File: config.mk
export PLATFORM = sky130hd
export DESIGN_NAME = button_press_decoder
export DESIGN_NICKNAME = d
export VERILOG_FILES = /design/src/rtl/button_press_decoder.sv
export SDC_FILE = /design/constraint.sdc
export NUM_CORES = 1
export LEC_CHECK = 0
export ABC_AREA = 1
export BUFFER_PORTS_ARGS = -buffer_cell sky130_fd_sc_hd__buf_2
export CAP_MARGIN = 0
export CORE_MARGIN = 3
export CORE_UTILIZATION = 57
export DETAILED_ROUTE_END_ITERATION = 16
export PLACE_DENSITY = 0.74
export SYNTH_ARGS = -nofsm -noshare
export SYNTH_HDL_FRONTEND = slang
export SYNTH_SLANG_ARGS = --single-unit
File: constraint.sdc
create_clock -name clk -period 1.89 [get_ports clk]
set_input_delay 0.378 -clock clk [delete_from_list [all_inputs] [get_ports clk]]
set_output_delay 0.378 -clock clk [all_outputs]
set_load 0.02 [all_outputs]
File: src/rtl/button_press_decoder.sv
// Push-button conditioner feeding the LED sequencer.
// Synchronises the raw pin, debounces it, and produces one-cycle press,
// release and long-press strobes, a debounced level, and a run enable that
// toggles on every completed short press.
//
// Ports:
//   clk              system clock
//   rst              asynchronous reset, active-low
//   button_in        raw asynchronous button pin
//   press_pulse      one-cycle strobe when a press is accepted
//   release_pulse    one-cycle strobe when a release is accepted
//   long_press_pulse one-cycle strobe when a hold reaches LONG_PRESS_CYCLES
//   level            debounced button state (1 = pressed)
//   run_en           toggled by each completed short press
module button_press_decoder #(
    parameter int unsigned DEBOUNCE_CYCLES   = 1_000_000,
    parameter int unsigned LONG_PRESS_CYCLES = 100_000_000,
    parameter bit          ACTIVE_HIGH       = 1'b1
) (
    input  logic clk,
    input  logic rst,
    input  logic button_in,
    output logic press_pulse,
    output logic release_pulse,
    output logic long_press_pulse,
    output logic level,
    output logic run_en
);

    localparam int unsigned DEB_W  = $clog2(DEBOUNCE_CYCLES);
    localparam int unsigned HOLD_W = $clog2(LONG_PRESS_CYCLES);

    localparam logic [DEB_W-1:0]  DEB_LAST  = DEB_W'(DEBOUNCE_CYCLES - 1);
    localparam logic [HOLD_W-1:0] HOLD_LAST = HOLD_W'(LONG_PRESS_CYCLES - 1);

    // Pin level that means "not pressed"; also the synchroniser reset value.
    localparam logic INVERT = (ACTIVE_HIGH == 1'b0);

    typedef enum logic [2:0] {
        IDLE        = 3'd0,
        DEB_PRESS   = 3'd1,
        PRESSED     = 3'd2,
        LONG_HELD   = 3'd3,
        DEB_RELEASE = 3'd4
    } state_t;

    state_t              state;
    logic                sync1;
    logic                sync2;
    logic                long_flag;
    logic [DEB_W-1:0]    deb_cnt;
    logic [HOLD_W-1:0]   hold_cnt;
    logic                b_act;

    // Normalised button: 1 means pressed regardless of pin polarity.
    assign b_act = sync2 ^ INVERT;

    // Synchroniser, debounce/hold counters and press-tracking FSM.
    always_ff @(posedge clk or negedge rst) begin
        if (!rst) begin
            sync1            <= INVERT;
            sync2            <= INVERT;
            state            <= IDLE;
            deb_cnt          <= '0;
            hold_cnt         <= '0;
            long_flag        <= 1'b0;
            press_pulse      <= 1'b0;
            release_pulse    <= 1'b0;
            long_press_pulse <= 1'b0;
            level            <= 1'b0;
            run_en           <= 1'b0;
        end else begin
            sync1            <= button_in;
            sync2            <= sync1;
            press_pulse      <= 1'b0;
            release_pulse    <= 1'b0;
            long_press_pulse <= 1'b0;

            case (state)
                IDLE: begin
                    if (b_act) begin
                        state   <= DEB_PRESS;
                        deb_cnt <= '0;
                    end
                end

                DEB_PRESS: begin
                    if (!b_act) begin
                        state <= IDLE;
                    end else if (deb_cnt == DEB_LAST) begin
                        state       <= PRESSED;
                        press_pulse <= 1'b1;
                        level       <= 1'b1;
                        hold_cnt    <= '0;
                        long_flag   <= 1'b0;
                    end else begin
                        deb_cnt <= deb_cnt + DEB_W'(1);
                    end
                end

                PRESSED: begin
                    if (hold_cnt != HOLD_LAST) begin
                        hold_cnt <= hold_cnt + HOLD_W'(1);
                    end
                    // A release seen on the terminal cycle suppresses the long pulse.
                    if (!b_act) begin
                        state   <= DEB_RELEASE;
                        deb_cnt <= '0;
                    end else if (hold_cnt == HOLD_LAST) begin
                        state            <= LONG_HELD;
                        long_press_pulse <= 1'b1;
                        long_flag        <= 1'b1;
                    end
                end

                LONG_HELD: begin
                    if (!b_act) begin
                        state   <= DEB_RELEASE;
                        deb_cnt <= '0;
                    end
                end

                DEB_RELEASE: begin
                    // hold_cnt is frozen here so a glitch only delays the long pulse.
                    if (b_act) begin
                        state <= long_flag ? LONG_HELD : PRESSED;
                    end else if (deb_cnt == DEB_LAST) begin
                        state         <= IDLE;
                        release_pulse <= 1'b1;
                        level         <= 1'b0;
                        if (!long_flag) begin
                            run_en <= ~run_en;
                        end
                    end else begin
                        deb_cnt <= deb_cnt + DEB_W'(1);
                    end
                end

                default: begin
                    state <= IDLE;
                end
            endcase
        end
    end

endmodule

==> results.yml, run 1 <==
timing:
  worst_slew_pin_slew_ns: 0.4300
  drv_slew: 0
  maxSlewHeadroom_pct: 71.33
  timing.setup.tns_ns: 0
  unrepaired_setup_endpoints_after_global_routing: "no"
  layout_setup_ws_ns: 0.1637
  final-setup-viol-count: 0
  fin_crit_ns: 1.726
  fin_worst_skew_ns: 0.006733
  finalHoldViolations: 0
  achievable-frequency_mhz: 579.3
  post-route-period-util_pct: 91.34
setup_path:
  worst_path_largest_cell_delay_ns: 0.45
  worst-setup-path-type: "flip-flop to flip-flop"
  worstSetupPathDepth: 6
  timing.critical_path.max_delay_family: "buffers and inverters"
  timing.reg2reg.worst_path_depth: 6
  crit_reg_reg_startpoint: "state[2]$_DFFE_PN0P_"
  critPathCapture: "hold_cnt[10]$_DFFE_PN0P_"
  critPathSlowestCell: "dfrtp_1"
  crit_path_end_kind: "flip-flop"
  crit_chain: "nor2_1 -> inv_1 -> nor2_4 -> clkinvlp_2 -> buf_4 -> o22ai_1"
  worst-endpoint-required_ns: 2.14
  r2r_setup_slack_ns: 0.16
  critical_path_buf_inv_count: 3
  worstPathMaxFanout: 7
  worstReg2RegEnd: "hold_cnt[10]$_DFFE_PN0P_"
  worstSetupStartpoint: "state[2]$_DFFE_PN0P_"
  startpoint_class: "flip-flop"
  critical_path_arrival_ns: 1.98
yosys:
  synth.ff_latch_count: 58
  post_synth_and_or_nand_nor_area_fraction_pct: 38.41
  synth_fp_nets: 540
  area_share_of_xor_xnor_cells_in_the_synthesized_design_pct: 6.575
  yosys-mux-area-fraction_pct: 0
  synth-async-reset-ratio_pct: 100.0
  synth_fa_ha_area_share_pct: 0.6709
  postSynthAreaPerCell_sq_um: 6.972
  total_standard_cell_area_after_synthesis_sq_mm: 0.003730
  synth-compound-area-share_pct: 7.112
  post_synth_inst_count: 535
  synth_top_family_by_area: "simple AND/OR/NAND/NOR gates"
  yosys_warnings: 0
  ys_seq_area_share_pct: 38.91
  yosys_most_used_dff: "dfrtp_1"
  synth_enable_flop_cells: 0
  synth.distinct_cells: 33
detailed_routing:
  dr.pass1.iters: 4
  drc_errors: 0
  dr_wl_met3_um: 471
  final_antenna_net_count: 0
  detailed_router_s_first_iteration_violation_count: 234
  vias_per_cell: 5.313
  wirelength_met1_um: 4558
  route.top_layer_used: "met4"
  dr_vias: 3443
  wl_met2_um: 3743
  wl_per_cell_um: 13.77
  wl_um: 8924
die:
  initial_utilization_pct: 60.84
  fp.dieH_um: 86.89
  boundaryPins: 8
  core_sq_mm: 0.006131
  fp-row-count: 28
  die_width_um: 86.89
  floorplan.die_area_sq_mm: 0.007550
pwr:
  cellLeakagePower_nw: 1.857
  vdd_drop_max_mv: 0.8770
  design_power_total_mw: 3.813
  powerDensity_mw_per_mm2: 912.7
clock_network:
  worst_skew_pair.late_latency_ns: 0.34
  htree_num_levels: 3
  max-clock-path-buffers: 2
  clock_buffers_created_by_tritoncts: 9
  cts.reportedPaths.clkPinSlew_ns: 0.07
  cts_root_buf: "clkbuf_8"
  tritoncts: "yes"
  clkSinkCount: 58
cells_and_area:
  final_layout_size_suffix_gt1_share_pct: 12.39
  insertedDiodeCount: 0
  layout.cells.non_filler: 648
  post_layout_net_count: 573
  stdcell_area_sq_mm: 0.004178
  syn_to_final_growth_pct: 12.01
run:
  maxCapViolations: 0
grt:
  groute.usage.overall_pct: 25.37
  number_of_global_route_vias_before_repair: 3077
  initial_antenna_violation_count: 0
  grt_overflow: 0
  grt_start_max_net_pins: 43
  grt_pass1_wl_um: 14900
placed_design:
  place_inst: 621
  placement.setup.worst_slack_ns: 0.1368
  portBuffers: 7
  gp_congestion: 0.9340
  dp_hpwl_um: 6545
  placed_cell_area_sq_mm: 0.003890
min_path:
  hold_path_depth: 1
  timing.hold.worst.start: "button_in"
  holdCritPathClass: "input port to flip-flop"
run_status:
  outcome: "completed"
==> how the worst min path moves through the flow <==
stage / end / slack, ns
finish: sync1$_DFF_PN0_ / 0.15
global route: sync1$_DFF_PN0_ / 0.13
CTS: sync1$_DFF_PN0_ / 0.13
detailed placement: hold_cnt[2]$_DFFE_PN0P_ / 0.34
global placement: hold_cnt[2]$_DFFE_PN0P_ / 0.33
floorplan: b_act$_DFF_PN0_ / 0.08
==> synthesized netlist by cell type, types with 2 or more instances <==
master	instances	share of area, %
nor3_1	14	1.9
xor2_1	25	5.9
inv_1	49	4.9
buf_4	2	0.40
o22ai_1	8	1.3
inv_2	5	0.50
dfrtp_1	58	39
xnor2_1	3	0.70
o21ai_1	14	1.9
o21ai_0	13	1.7
nand2_1	168	17
nor4_1	2	0.34
nor2_2	4	0.67
nand3_1	51	6.8
nand4_1	6	1.0
nand3_2	2	0.54
ha_1	2	0.67
a21o_1	4	0.81
nand2_2	2	0.34
buf_6	6	1.8
nor2_1	78	7.8
a21oi_1	2	0.27
o21ai_2	3	0.70
buf_2	3	0.40
nor2_4	3	0.91
==> cell usage in the layout (no fill, tap or decap), types with 2 or more instances in the layout <==
master and instances:
o22ai_1 8, nand4_1 6, nand3_2 2, nor3_1 14
inv_4 2, o21ai_1 14, dfrtp_1 57, buf_4 22
clkbuf_8 9, o21ai_2 3, nor4_1 2, nor2_1 78
xor2_1 25, xnor2_1 3, clkinv_2 2, a21oi_1 2
nand3_1 51, inv_1 48, buf_2 7, o21ai_0 13
ha_1 2, nand2_1 168, a21o_1 4, nor2_4 3
inv_2 4, nand2_2 2, nor2_2 4, clkbuf_1 2
clkinvlp_4 3
==> power by group <==
part	internal, mW	total (mW)	switching [mW]	leakage, nW
Combinational	0.445	1.31	0.869	0.972
Sequential	1.31	1.39	0.0726	0.796
Clock	0.605	1.11	0.507	0.0893
==> through the flow <==
stage	hold WS [ns]	util, %
detailed placement	0.3363	63.45
global placement	0.3328	63.45
global route	0.1276	68.14
finish	0.1478	68.14
floorplan	0.08241	-
CTS	0.1325	66.65
==> per-layer routing <==
metal	track usage [%]	vias up
li1	-	1775
met1	37.45	1576
met2	37.06	79
met3	5.203	13
met4	8.499	0
met5	0	-
==> worst register-to-register path: stages, from the launching register on <==
cell and delay (ns):
dfrtp_1 0.45, nor2_1 0.16, inv_1 0.11, nor2_4 0.25, clkinvlp_2 0.31, buf_4 0.21, o22ai_1 0.16
==> registers in the layout, summed over array words and instances (netlist names) <==
signal	count
b_act	1
deb_cnt	20
hold_cnt	27
level	1
long_flag	1
long_press_pulse	1
press_pulse	1
release_pulse	1
run_en	1
state	3
sync1	1
==> logic make-up (layout without fill, tap and decap cells) <==
logic type               Yosys count  in the layout
XOR/XNOR                          28             28
AND/OR/NAND/NOR                  334            334
buffers and inverters             67            105
adder cells (fa/ha/maj)            2              2
AO/OA/AOI/OAI                     46             46
flip-flops                        58             58
==> repair_timing <==
action,4_1_cts,5_1_grt
buffers inserted,0,9
gates resized for setup,0,7
hold buffers,1,0
setup endpoints to repair,0,29
hold endpoints to repair,16,0
==> final cells by class <==
type                       instances  area, sq um
multi-input combinational        410         1968
fill                             543         1953
sequential                        58         1453
timing repair buffer              33        256.5
inverter                          55        215.2
clock buffer                      11        131.4
tap                               75        93.84
clock inverter                     5        55.05
timing repair inverter             1        5.005
Note: power is estimated with default switching activity, not from simulation.
==> run 2: changes to the inputs <==
--- a/config.mk
+++ b/config.mk
@@ -11,6 +11,7 @@
 export CORE_MARGIN = 3
 export CORE_UTILIZATION = 57
 export DETAILED_ROUTE_END_ITERATION = 16
+export MAX_ROUTING_LAYER = met4
 export PLACE_DENSITY = 0.74
 export SYNTH_ARGS = -nofsm -noshare
 export SYNTH_HDL_FRONTEND = slang
==> run 2 against run 1 <==
Effect of this change: non-clock buffer count decreased by 7; via count grew 2.6%; largest power group unchanged; sequential share of layout area increased by 0.42 points; clock power grew 4%; register-to-register slack about the same; highest routed layer unchanged; first-iteration DRC count rose by 14%; core utilization down 0.88 points; critical path type unchanged; critical path depth is 2 higher; die area stayed put; global-route usage rose by 1.5 points; worst setup slack gained 0.0024 ns.
==> results.yml, run 2 (synthesized netlist as in run 1, its figures left out) <==
detailed_routing:
  detailed_router_s_first_iteration_violation_count: 266
  dr_vias: 3532
  final_antenna_net_count: 0
  vias_per_cell: 5.527
  dr.pass1.iters: 5
  wl_um: 8990
  drc_errors: 0
  wl_per_cell_um: 14.07
pwr:
  design_power_total_mw: 3.751
  cellLeakagePower_nw: 1.836
  vdd_drop_max_mv: 0.8145
  powerDensity_mw_per_mm2: 909.6
timing:
  layout_setup_ws_ns: 0.1661
  fin_crit_ns: 1.724
  unrepaired_setup_endpoints_after_global_routing: "no"
  worst_slew_pin_slew_ns: 0.4889
  timing.setup.tns_ns: 0
  finalHoldViolations: 0
  drv_slew: 0
  post-route-period-util_pct: 91.21
  fin_worst_hold_slack_ns: 0.02762
  maxSlewHeadroom_pct: 67.37
  fin_worst_skew_ns: 0.005715
  final-setup-viol-count: 0
  achievable-frequency_mhz: 580.1
cells_and_area:
  final_layout_size_suffix_gt1_share_pct: 11.17
  stdcell_area_sq_mm: 0.004124
  registers.top_by_ff_count: "hold_cnt"
  insertedDiodeCount: 0
  reg_top3: "hold_cnt (27), deb_cnt (20), state (3)"
  layout.cells.most_common: "nand2_1"
  post_layout_net_count: 565
  layout.core_utilization_pct: 67.27
  final_cell_mix: "168 x nand2_1, 78 x nor2_1, 58 x dfrtp_1"
  syn_to_final_growth_pct: 10.57
  layout.cells.non_filler: 639
  largest_reg_flops: 27
grt:
  groute.usage.overall_pct: 26.83
  number_of_global_route_vias_before_repair: 3247
  initial_antenna_violation_count: 0
  grt_overflow: 0
  grt_pass1_wl_um: 15350
  grt_start_max_net_pins: 59
setup_path:
  timing.reg2reg.worst_path_depth: 8
  worst-endpoint-required_ns: 2.12
  worstPathMaxFanout: 4
  startpoint_class: "flip-flop"
  critical_path_arrival_ns: 1.96
  crit_path_end_kind: "flip-flop"
  worst-setup-path-type: "flip-flop to flip-flop"
clock_network:
  htree_num_levels: 3
  post_cts_hold_buffer_count: 0
  worst_skew_pair.late_latency_ns: 0.34
  tritoncts: "yes"
  cts.reportedPaths.clkPinSlew_ns: 0.07
  clkSinkCount: 58
  clock_buffers_created_by_tritoncts: 9
  cts_root_buf: "clkbuf_8"
  max-clock-path-buffers: 2
die:
  floorplan.die_area_sq_mm: 0.007550
  boundaryPins: 8
  fp.dieH_um: 86.89
  fp-row-count: 28
  initial_utilization_pct: 60.84
  core_sq_mm: 0.006131
  die_width_um: 86.89
placed_design:
  place_inst: 623
  placement.setup.worst_slack_ns: 0.1257
  dp_hpwl_um: 6599
  portBuffers: 7
  gp_congestion: 0.9519
  placed_cell_area_sq_mm: 0.003918
min_path:
  holdCritPathClass: "input port to asynchronous set/reset pin"
run_status:
  outcome: "completed"
run:
  maxCapViolations: 0
[run 2: final timing paths]
path / startpoint / endpoint / slack, ns
max: hold_cnt[8]$_DFFE_PN0P_ / hold_cnt[25]$_DFFE_PN0P_ / 0.17
min: rst / hold_cnt[2]$_DFFE_PN0P_ / 0.03
max reg2reg: hold_cnt[8]$_DFFE_PN0P_ / hold_cnt[25]$_DFFE_PN0P_ / 0.17
min reg2reg: sync1$_DFF_PN0_ / b_act$_DFF_PN0_ / 0.36
max in group asynchronous: rst / deb_cnt[10]$_DFFE_PN0P_ / 1.59
min in group clk: button_in / sync1$_DFF_PN0_ / 0.14
[run 2: metal layers]
metal  part of all wire (%)  track usage [%]
met1                     49            39.64
met2                     41            36.02
met3                    8.4            7.285
met4                    1.0            7.224
met5                      0                -
[run 2: area by class of cell]
type	count	area, sq um
multi-input combinational	410	1968
clock inverter	5	55.05
inverter	55	211.5
fill	565	2007
tap	75	93.84
clock buffer	10	137.6
timing repair buffer	26	206.4
sequential	58	1451
[run 2: report_power, final]
part	internal [mW]	switching, mW	total [mW]
clock	0.632	0.516	1.15
combinational	0.378	0.836	1.21
sequential	1.31	0.0755	1.39
total	2.32	1.43	3.75
[run 2: what timing repair did]
| item | in CTS | in global routing |
|---|---|---|
| setup buffers | 0 | 1 |
| setup endpoints to repair | 0 | 17 |
| endpoints found under the hold margin | 0 | 0 |
| resized for setup | 0 | 3 |
[run 2: worst max-delay path: stages (launching register included)]
cell and delay, ns:
dfrtp_1 0.41, inv_1 0.12, nor3_1 0.33, nand2_1 0.12, nor2_1 0.27, nand2_1 0.11
xor2_1 0.16, nand2_1 0.06, nand2_1 0.04
==> run 3: changes to the inputs <==
--- a/config.mk
+++ b/config.mk
@@ -8,11 +8,13 @@
 export ABC_AREA = 1
 export BUFFER_PORTS_ARGS = -buffer_cell sky130_fd_sc_hd__buf_2
 export CAP_MARGIN = 0
-export CORE_MARGIN = 3
+export CORE_MARGIN = 4
 export CORE_UTILIZATION = 57
 export DETAILED_ROUTE_END_ITERATION = 16
 export MAX_ROUTING_LAYER = met4
 export PLACE_DENSITY = 0.74
+export SETUP_SLACK_MARGIN = 0.2
+export SLEW_MARGIN = 20
 export SYNTH_ARGS = -nofsm -noshare
 export SYNTH_HDL_FRONTEND = slang
 export SYNTH_SLANG_ARGS = --single-unit
==> run 3 against run 2 <==
Effect of this change: critical endpoint is now level$_DFFE_PN0P_; register-to-register slack better by 0.03 ns; worst setup slack gained 0.027 ns; critical path type unchanged; via count rose by 6.3%.
==> results.yml, run 3 (synthesized netlist as in run 1, its figures left out) <==
clock_network:
  clkSinkCount: 58
  tritoncts: "yes"
  cts.reportedPaths.clkPinSlew_ns: 0.07
  worst_skew_pair.late_latency_ns: 0.34
  cts_root_buf: "clkbuf_8"
  clock_buffers_created_by_tritoncts: 9
  htree_num_levels: 3
  max-clock-path-buffers: 2
run_status:
  outcome: "completed"
grt:
  groute.usage.overall_pct: 26.37
  number_of_global_route_vias_before_repair: 3221
  grt_start_max_net_pins: 59
  initial_antenna_violation_count: 0
  grt_pass1_wl_um: 15630
  grt_overflow: 0
setup_path:
  worst-endpoint-required_ns: 2.10
  worst-setup-path-type: "flip-flop to flip-flop"
  crit_path_end_kind: "flip-flop"
  worstSetupStartpoint: "state[1]$_DFFE_PN0P_"
  worstPathMaxFanout: 10
  worstReg2RegEnd: "level$_DFFE_PN0P_"
  critical_path_arrival_ns: 1.90
  timing.reg2reg.worst_path_depth: 7
  r2r_setup_slack_ns: 0.19
  startpoint_class: "flip-flop"
  crit_reg_reg_startpoint: "state[1]$_DFFE_PN0P_"
  critPathCapture: "level$_DFFE_PN0P_"
cells_and_area:
  final_cell_mix: "157 x nand2_1, 70 x nor2_1, 50 x dfrtp_1"
  stdcell_area_sq_mm: 0.004654
  n_fill_cell: 486
  multiInputGateArea_sq_mm: 0.002210
  reg_top3: "hold_cnt (27), deb_cnt (20), state (3)"
  sequential_cell_area_sq_mm: 0.001461
  syn_to_final_growth_pct: 24.79
  post_layout_net_count: 596
  largest_reg_flops: 27
  layout.cells.most_common: "nand2_1"
  final_layout_size_suffix_gt1_share_pct: 25.00
  registers.top_by_ff_count: "hold_cnt"
  insertedDiodeCount: 0
timing:
  post-route-period-util_pct: 89.78
  fin_worst_skew_ns: 0.01058
  worst_slew_pin_slew_ns: 0.3497
  unrepaired_setup_endpoints_after_global_routing: "yes"
  drv_slew: 0
  fin_worst_hold_slack_ns: 0.03082
  layout_setup_ws_ns: 0.1932
  fin_crit_ns: 1.697
  maxSlewHeadroom_pct: 76.60
  final-setup-viol-count: 0
  timing.setup.tns_ns: 0
  achievable-frequency_mhz: 589.3
  finalHoldViolations: 0
placed_design:
  gp_congestion: 1.006
  placed_cell_area_sq_mm: 0.003918
  dp_hpwl_um: 6548
  portBuffers: 7
  placement.setup.worst_slack_ns: -0.03396
pwr:
  p_comb_share_pct: 40.6
  total_switching_power_mw: 1.714
  power_frac_clock_pct: 25.3
  portion_of_total_power_attributed_to_sequential_cells_pct: 34.1
  cellLeakagePower_nw: 2.034
  powerDensity_mw_per_mm2: 883.4
  power_switching_share_pct: 41.68
  power_report.internal_total_mw: 2.398
  vdd_drop_max_mv: 0.8842
detailed_routing:
  dr_vias: 3753
  dr.pass1.iters: 5
  final_antenna_net_count: 0
  detailed_router_s_first_iteration_violation_count: 314
  vias_per_cell: 5.577
  wl_um: 10340
  drc_errors: 0
  wl_per_cell_um: 15.36
die:
  die_width_um: 88.89
  boundaryPins: 8
  initial_utilization_pct: 58.74
  fp-row-count: 29
  floorplan.die_area_sq_mm: 0.007901
  fp.dieH_um: 88.89
  core_sq_mm: 0.006350
min_path:
  holdCritPathClass: "input port to asynchronous set/reset pin"
run:
  maxCapViolations: 0
==> run 3: cell type report <==
class	count	area share [%]
Clock buffer	11	3.038
Tap cell	77	2.070
Clock inverter	5	0.6452
Timing Repair Buffer	56	10.54
Multi-Input combinational cell	411	47.47
Inverter	55	4.839
Sequential cell	58	31.40
==> run 3: how the worst min path moves through the flow <==
| stage | from | to | slack, ns | cells after the start |
|---|---|---|---|---|
| 2_1_floorplan | rst | b_act$_DFF_PN0_ | 0.08 | 0 |
| 3_3_place_gp | sync1$_DFF_PN0_ | b_act$_DFF_PN0_ | 0.34 | 0 |
| 4_1_cts | rst | hold_cnt[23]$_DFFE_PN0P_ | 0.04 | 2 |
| 3_5_place_dp | sync1$_DFF_PN0_ | b_act$_DFF_PN0_ | 0.34 | 0 |
| 5_1_grt | rst | hold_cnt[23]$_DFFE_PN0P_ | 0.05 | 2 |
| 6_report | rst | hold_cnt[5]$_DFFE_PN0P_ | 0.03 | 2 |
==> run 3: metal layers <==
layer  wire [um]  track usage [%]  vias to the layer above
li1            -                -                     1820
met1        4766            37.78                     1778
met2        4788            38.33                      137
met3         650            4.977                       18
met4         134            7.005                        0
met5           0                -                        -
==> run 3: critical path, stage by stage, from the launching register on <==
cell	delay, ns
dfrtp_2	0.47
nor3_4	0.28
inv_2	0.10
nand2_1	0.11
buf_4	0.23
nand2_1	0.07
o21ai_0	0.19
nand2_1	0.11
==> run 3: what timing repair did <==
item | in CTS | in global routing
pin swaps | 1 | 18
endpoints found under the setup margin | 44 | 51
gates cloned | 1 | 3
resized for setup | 5 | 81
hold buffers | 0 | 0
buffers inserted | 3 | 24
==> run 3: power by group through the flow <==
stage / sequential (mW) / combinational [mW] / clock [mW]
floorplan: 1.41 / 0.903 / 0
global placement: 1.40 / 1.07 / 0
detailed placement: 1.41 / 1.11 / 0
CTS: 1.39 / 1.26 / 1.04
global route: 1.41 / 1.80 / 1.13
finish: 1.40 / 1.67 / 1.04
==> run 3: metrics by stage <==
step                instances  power [mW]  utilization [%]
floorplan                 535       2.313                -
global placement          626       2.476            61.69
detailed placement        626       2.519            61.69
CTS                       646       3.685            65.34
global route              673       4.341            73.30
finish                    673       4.112            73.30
